==> src/rtl/vga_timing_gen.sv <==
// rtl/vga_timing_gen.sv - VGA timing generator with fetch-ahead alignment pipeline and buffer swap handshake
// Define VGA_TEST_PATTERN_EN to add the test_en input and an eight-bar colour pattern.
module vga_timing_gen #(
   parameter int PIXEL_BITS = 4,
   parameter int CLK_DIV    = 2,
   parameter int H_SYNC     = 96,
   parameter int H_BP       = 48,
   parameter int H_ACTIVE   = 640,
   parameter int H_FP       = 16,
   parameter int V_SYNC     = 2,
   parameter int V_BP       = 33,
   parameter int V_ACTIVE   = 480,
   parameter int V_FP       = 10,
   parameter int HS_POL     = 0,
   parameter int VS_POL     = 0,
   parameter int FETCH_LAT  = 2,
   localparam int H_TOTAL   = H_SYNC + H_BP + H_ACTIVE + H_FP,
   localparam int V_TOTAL   = V_SYNC + V_BP + V_ACTIVE + V_FP,
   localparam int X_BITS    = $clog2(H_ACTIVE),
   localparam int Y_BITS    = $clog2(V_ACTIVE)
) (
   input  logic                  clk,
   input  logic                  rst,
`ifdef VGA_TEST_PATTERN_EN
   input  logic                  test_en,
`endif
   output logic                  fetch_valid,
   output logic [X_BITS-1:0]     fetch_x,
   output logic [Y_BITS-1:0]     fetch_y,
   input  logic [PIXEL_BITS-1:0] pix_r,
   input  logic [PIXEL_BITS-1:0] pix_g,
   input  logic [PIXEL_BITS-1:0] pix_b,
   output logic [PIXEL_BITS-1:0] vga_r,
   output logic [PIXEL_BITS-1:0] vga_g,
   output logic [PIXEL_BITS-1:0] vga_b,
   output logic                  h_sync,
   output logic                  v_sync,
   output logic                  vga_active,
   output logic                  frame_start,
   input  logic                  swap_req,
   output logic                  swap_ack,
   output logic                  buf_sel
);
   localparam int HC_BITS = $clog2(H_TOTAL);
   localparam int VC_BITS = $clog2(V_TOTAL);
   localparam logic [HC_BITS-1:0] H_LAST      = HC_BITS'(H_TOTAL - 1);
   localparam logic [HC_BITS-1:0] H_SYNC_END  = HC_BITS'(H_SYNC);
   localparam logic [HC_BITS-1:0] H_ACT_START = HC_BITS'(H_SYNC + H_BP);
   localparam logic [HC_BITS-1:0] H_ACT_END   = HC_BITS'(H_SYNC + H_BP + H_ACTIVE - 1);
   localparam logic [VC_BITS-1:0] V_LAST      = VC_BITS'(V_TOTAL - 1);
   localparam logic [VC_BITS-1:0] V_SYNC_END  = VC_BITS'(V_SYNC);
   localparam logic [VC_BITS-1:0] V_ACT_START = VC_BITS'(V_SYNC + V_BP);
   localparam logic [VC_BITS-1:0] V_ACT_END   = VC_BITS'(V_SYNC + V_BP + V_ACTIVE - 1);
   localparam logic [VC_BITS-1:0] V_SWAP      = VC_BITS'(V_SYNC + V_BP + V_ACTIVE);
   localparam logic HS_ACT  = 1'(HS_POL);
   localparam logic HS_IDLE = ~HS_ACT;
   localparam logic VS_ACT  = 1'(VS_POL);
   localparam logic VS_IDLE = ~VS_ACT;

   logic                  pix_en;
   logic [HC_BITS-1:0]    h_count;
   logic [VC_BITS-1:0]    v_count;
   logic                  h_act, v_act, hs0, vs0, act0;
   logic                  swap_pt;
   logic [FETCH_LAT-1:0]  pipe_hs, pipe_vs, pipe_act;
   logic [PIXEL_BITS-1:0] col_r, col_g, col_b;

   generate
      if (CLK_DIV == 1) begin : g_nodiv
         assign pix_en = 1'b1;
      end else begin : g_div
         localparam int DIV_W = $clog2(CLK_DIV);
         localparam logic [DIV_W-1:0] DIV_LAST = DIV_W'(CLK_DIV - 1);
         logic [DIV_W-1:0] div_cnt;
         always_ff @(posedge clk or posedge rst) begin
            if (rst)
               div_cnt <= '0;
            else if (div_cnt == DIV_LAST)
               div_cnt <= '0;
            else
               div_cnt <= div_cnt + 1'b1;
         end
         assign pix_en = (div_cnt == DIV_LAST);
      end
   endgenerate

   always_ff @(posedge clk or posedge rst) begin
      if (rst) begin
         h_count <= '0;
         v_count <= '0;
      end else if (pix_en) begin
         if (h_count == H_LAST) begin
            h_count <= '0;
            v_count <= (v_count == V_LAST) ? '0 : v_count + 1'b1;
         end else begin
            h_count <= h_count + 1'b1;
         end
      end
   end

   // Stage 0: region decode straight from the beam counters
   assign h_act       = (h_count >= H_ACT_START) && (h_count <= H_ACT_END);
   assign v_act       = (v_count >= V_ACT_START) && (v_count <= V_ACT_END);
   assign hs0         = (h_count < H_SYNC_END) ? HS_ACT : HS_IDLE;
   assign vs0         = (v_count < V_SYNC_END) ? VS_ACT : VS_IDLE;
   assign act0        = h_act && v_act;
   assign fetch_valid = act0;
   assign fetch_x     = act0 ? X_BITS'(h_count - H_ACT_START) : '0;
   assign fetch_y     = act0 ? Y_BITS'(v_count - V_ACT_START) : '0;
   assign swap_pt     = pix_en && (h_count == '0) && (v_count == V_SWAP);

   always_ff @(posedge clk or posedge rst) begin
      if (rst) begin
         pipe_hs  <= {FETCH_LAT{HS_IDLE}};
         pipe_vs  <= {FETCH_LAT{VS_IDLE}};
         pipe_act <= '0;
      end else if (pix_en) begin
         pipe_hs[0]  <= hs0;
         pipe_vs[0]  <= vs0;
         pipe_act[0] <= act0;
         for (int i = 1; i < FETCH_LAT; i++) begin
            pipe_hs[i]  <= pipe_hs[i-1];
            pipe_vs[i]  <= pipe_vs[i-1];
            pipe_act[i] <= pipe_act[i-1];
         end
      end
   end

`ifdef VGA_TEST_PATTERN_EN
   localparam int BAR_W = (H_ACTIVE / 8 > 0) ? H_ACTIVE / 8 : 1;
   logic [X_BITS-1:0] pipe_x [FETCH_LAT];
   logic [X_BITS-1:0] bar_full;
   logic [2:0]        bar_k;

   always_ff @(posedge clk or posedge rst) begin
      if (rst) begin
         for (int i = 0; i < FETCH_LAT; i++)
            pipe_x[i] <= '0;
      end else if (pix_en) begin
         pipe_x[0] <= fetch_x;
         for (int i = 1; i < FETCH_LAT; i++)
            pipe_x[i] <= pipe_x[i-1];
      end
   end

   assign bar_full = pipe_x[FETCH_LAT-1] / X_BITS'(BAR_W);
   assign bar_k    = bar_full[2:0];

   always_comb begin
      col_r = pix_r;
      col_g = pix_g;
      col_b = pix_b;
      if (test_en) begin
         col_r = {PIXEL_BITS{bar_k[2]}};
         col_g = {PIXEL_BITS{bar_k[1]}};
         col_b = {PIXEL_BITS{bar_k[0]}};
      end
   end
`else
   assign col_r = pix_r;
   assign col_g = pix_g;
   assign col_b = pix_b;
`endif

   always_ff @(posedge clk or posedge rst) begin
      if (rst) begin
         h_sync     <= HS_IDLE;
         v_sync     <= VS_IDLE;
         vga_active <= 1'b0;
         vga_r      <= '0;
         vga_g      <= '0;
         vga_b      <= '0;
      end else if (pix_en) begin
         h_sync     <= pipe_hs[FETCH_LAT-1];
         v_sync     <= pipe_vs[FETCH_LAT-1];
         vga_active <= pipe_act[FETCH_LAT-1];
         vga_r      <= pipe_act[FETCH_LAT-1] ? col_r : '0;
         vga_g      <= pipe_act[FETCH_LAT-1] ? col_g : '0;
         vga_b      <= pipe_act[FETCH_LAT-1] ? col_b : '0;
      end
   end

   // Swaps are sampled only at the first front-porch line, so one frame grants at most one
   always_ff @(posedge clk or posedge rst) begin
      if (rst) begin
         frame_start <= 1'b0;
         swap_ack    <= 1'b0;
         buf_sel     <= 1'b0;
      end else begin
         frame_start <= pix_en && (h_count == '0) && (v_count == '0);
         swap_ack    <= swap_pt && swap_req;
         if (swap_pt && swap_req)
            buf_sel <= ~buf_sel;
      end
   end
endmodule

==> config.mk <==
export PLATFORM = sky130hd
export DESIGN_NAME = vga_timing_gen
export DESIGN_NICKNAME = d
export VERILOG_FILES = /design/src/rtl/vga_timing_gen.sv
export SDC_FILE = /design/constraint.sdc
export NUM_CORES = 1
export LEC_CHECK = 0
export BUFFER_PORTS_ARGS = -buffer_cell sky130_fd_sc_hd__buf_2
export CAP_MARGIN = 30
export CORE_MARGIN = 10
export CORE_UTILIZATION = 39
export CTS_CLUSTER_SIZE = 12
export DETAILED_ROUTE_END_ITERATION = 16
export GPL_ROUTABILITY_DRIVEN = 0
export PLACE_DENSITY = 0.67
export SYNTH_ARGS = -nofsm -noshare
export SYNTH_HDL_FRONTEND = slang
export SYNTH_SLANG_ARGS = --single-unit
==> constraint.sdc <==
create_clock -name clk -period 2.85 [get_ports clk]
set_clock_uncertainty 0.1 [all_clocks]
set_input_delay 0.285 -clock clk [delete_from_list [all_inputs] [get_ports clk]]
set_output_delay 0.285 -clock clk [all_outputs]
set_load 0.02 [all_outputs]
==> flow_metrics.tcl <==
set metrics [dict create \
    antenna-diode-count 0 \
    drt_first_pass_iters 4 \
    cts_sinks 45 \
    mostFrequentLayoutCell "buf_2" \
    clk_pin_slew_worst_paths_ns 0.10 \
    number_of_h_tree_levels 2 \
    detailroute.via_count 2064 \
    via_per_inst 5.42 \
    status "completed" \
    worst-r2r-setup-slack_ns 0.68 \
    synth_cell_type_count 45 \
    dpl_cells 369 \
    final_antenna_net_count 0 \
    drv.max_cap_violation_count 0 \
    synth.avg_cell_area_sq_um 9.93 \
    final_setup_violation_count 0 \
    route.final.wire_length_microns 6080 \
    synth_ff_type "dfrtp_1" \
    dp.final_hpwl_microns 4420 \
    final_period_minus_worst_setup_slack_ns 2.79 \
    cts_buffer_depth 2 \
    wl_met1_microns 2490 \
    power-per-cell-area_nw_per_um2 350 \
    nets 329 \
    top_level_ports 53 \
    fin_tns_setup_ns 0 \
    synth_nets 271 \
    initial_cell_density_of_the_core 0.407 \
    worst-setup-path-type "register to output port" \
    synth-edff-count 0 \
    ys_top_cells_by_area "dfrtp_1 40%, dfstp_2 6.4%, a22o_1 4.6%" \
    post_drt_wl_per_cell_microns 16.0 \
    max_slew.worst_pin.slew_ns 0.617 \
    layout_worst_path_cycle_share 0.980 \
    timing.critical_path.from "h_count[4]" \
    groute.usage.overall 0.120 \
    ir_drop_uv 236 \
    final_layout_size_suffix_gt1_frac 0.369 \
    crit_required_ns 2.47 \
    critical_path_arrival_ns 2.41 \
    depth_of_the_worst_register_to_register_path 6 \
    finalHoldViolations 0 \
    met3WireLength_microns 219 \
    pwr-share-seq 0.584 \
    root_buffer "clkbuf_8" \
    clk_pwr_share 0.396 \
    setup_ws_ns 0.0559 \
    met2_wirelength_microns 3230 \
    maxSlewViolCount 0 \
    fp.coreArea_sq_um 6030 \
    synth.cell_area_sq_um 2450 \
    routed.top_layer "met4" \
    grt_overflow_total 0 \
    die-area_sq_um 9860 \
    floorplan.rows 28 \
    tritoncts.num_buffers 5 \
    finish.cell_count_without_fillers 381 \
    regToRegStartpoint "h_count[6]" \
    endpoint "fetch_y[2]" \
    detail_route.iter0.violations 80 \
    number_of_global_route_vias_before_repair 1986 \
    preCtsSetupSlack_ns 0.221 \
    timing.fmax_mhz 358 \
    chip_height_microns 99.3 \
    synth_top_area_share 0.398 \
    utilization 0.519 \
    switching_share 0.240 \
    async_reset_ff_frac 1.00 \
    critPathMaxFanout 7 \
    layout-area-overhead-vs-synth_pct 27.5 \
    internal-power_w 0.000831 \
    tritoncts "yes" \
    ys_seq_area_frac 0.462 \
    hold_class "input port to async pin" \
    die_x_microns 99.3 \
    worst_skew_late_latency_ns 0.30 \
    placement.io_buffers 52 \
    antenna_found_initial 0 \
    detail_route.drc_violations 0 \
    synth_cells 247 \
    startpoint_type "register" \
    netSwitchingPower_w 0.000262 \
    setup.worst_path.end_class "output port" \
    pin_count_of_the_biggest_net_entering_global_routing 46 \
    combinationalPowerShare 0.020 \
    slew-limit-headroom 0.585 \
    endpoint_of_the_worst_register_to_register_path "pipe_act[0]" \
    p_leak_nw 1.51 \
    layout_common_cells "40 x buf_2, 39 x dfrtp_1, 17 x buf_4" \
    yosys_register_bits 45 \
    num-fill-cells 550 \
    timing.hold.ws_ns 0.0123 \
    grt_first_pass_wirelength_microns 9770 \
    yosysWarningCount 0 \
    yosysTopAreaCell "dfrtp_1" \
]
## critical path: stages (launching register included)
cell,delay [ns]
dfrtp_1,0.41
inv_2,0.11
ha_4,0.14
or3b_4,0.36
o2111a_1,0.26
a221o_2,0.41
buf_12,0.19
nor2_4,0.10
buf_6,0.12
## sequential cells by signal, indices dropped and copies added, names as in the netlist
register	cells
pipe_act	2
h_sync	1
vga_g	4
vga_r	4
pipe_vs	2
vga_active	1
v_sync	1
pipe_hs	2
buf_sel	1
swap_ack	1
h_count	10
g_div.div_cnt	1
vga_b	4
frame_start	1
v_count	10
## Yosys cell counts (2+ instances only)
library cell	count
or3_1	4
buf_6	3
mux2_2	7
nor2_1	23
or4_1	2
a31oi_1	4
nand2_1	12
nor4_1	4
ha_1	9
xor2_1	6
dfstp_2	6
nand2b_1	2
clkbuf_1	12
nor3b_1	2
and4_1	2
and2_1	4
or3b_2	2
o21ai_0	9
xnor2_1	10
dfrtp_1	39
a21o_1	3
nand3_1	10
buf_1	2
nor3_1	10
a21oi_1	10
nand4_1	6
inv_1	14
a22o_1	13
## stage by stage
step | total power [W] | area (sq um)
2_1_floorplan | 0.000660 | 2450
3_3_place_gp | 0.000674 | 2810
3_5_place_dp | 0.000674 | 2810
4_1_cts | 0.00110 | 2960
5_1_grt | 0.00114 | 3130
6_report | 0.00109 | 3130
## power by group through the flow
stage	Clock (W)	Sequential, W	Combinational, W
after floorplan	0	0.000651	0.00000936
after global placement	0	0.000651	0.0000233
after detailed placement	0	0.000651	0.0000235
after CTS	0.000442	0.000638	0.0000236
after global routing	0.000472	0.000639	0.0000266
final	0.000433	0.000638	0.0000223
## metal layers
layer | vias to the layer above | global-route usage
met1 | 1008 | 0.141
met4 | 0 | 0.0540
met3 | 13 | 0.0263
met5 | - | 0
met2 | 45 | 0.202
li1 | 998 | -
## worst min path at each step
stage / to / slack (ns)
floorplan: vga_b[0] / 0.31
CTS: vga_b[0] / 0.03
global route: vga_b[1] / 0.06
global placement: buf_sel / 0.35
detailed placement: v_count[3] / 0.36
finish: vga_b[0] / 0.01
## what timing repair did
| item | CTS | global route |
|---|---|---|
| hold buffers | 0 | 0 |
| pin swaps | 0 | 2 |
| setup buffers | 1 | 2 |
| resized for setup | 13 | 40 |
| gates cloned | 1 | 0 |
| endpoints found under the setup margin | 12 | 14 |
## kinds of logic (layout without fill, tap and decap cells)
family,count (synthesis),after routing,synth area share
buffers and inverters,34,92,0.0632
adder cells (fa/ha/maj),9,9,0.0459
XOR/XNOR,16,16,0.0571
flip-flops,45,45,0.462
AO/OA/AOI/OAI,47,48,0.138
multiplexers,8,8,0.0362
AND/OR/NAND/NOR,88,88,0.198
## area by class of cell
cell class              count  area (sq um)  area share
multi-input cells         169          1270       0.408
well taps                  75          93.8      0.0300
flip-flops and latches     45          1130       0.362
inverters                  15          56.3      0.0180
repair buffers             69           472       0.151
clock buffers               5          68.8      0.0220
clock inverters             3          28.8     0.00920
Note: power is estimated with default switching activity, not from simulation.
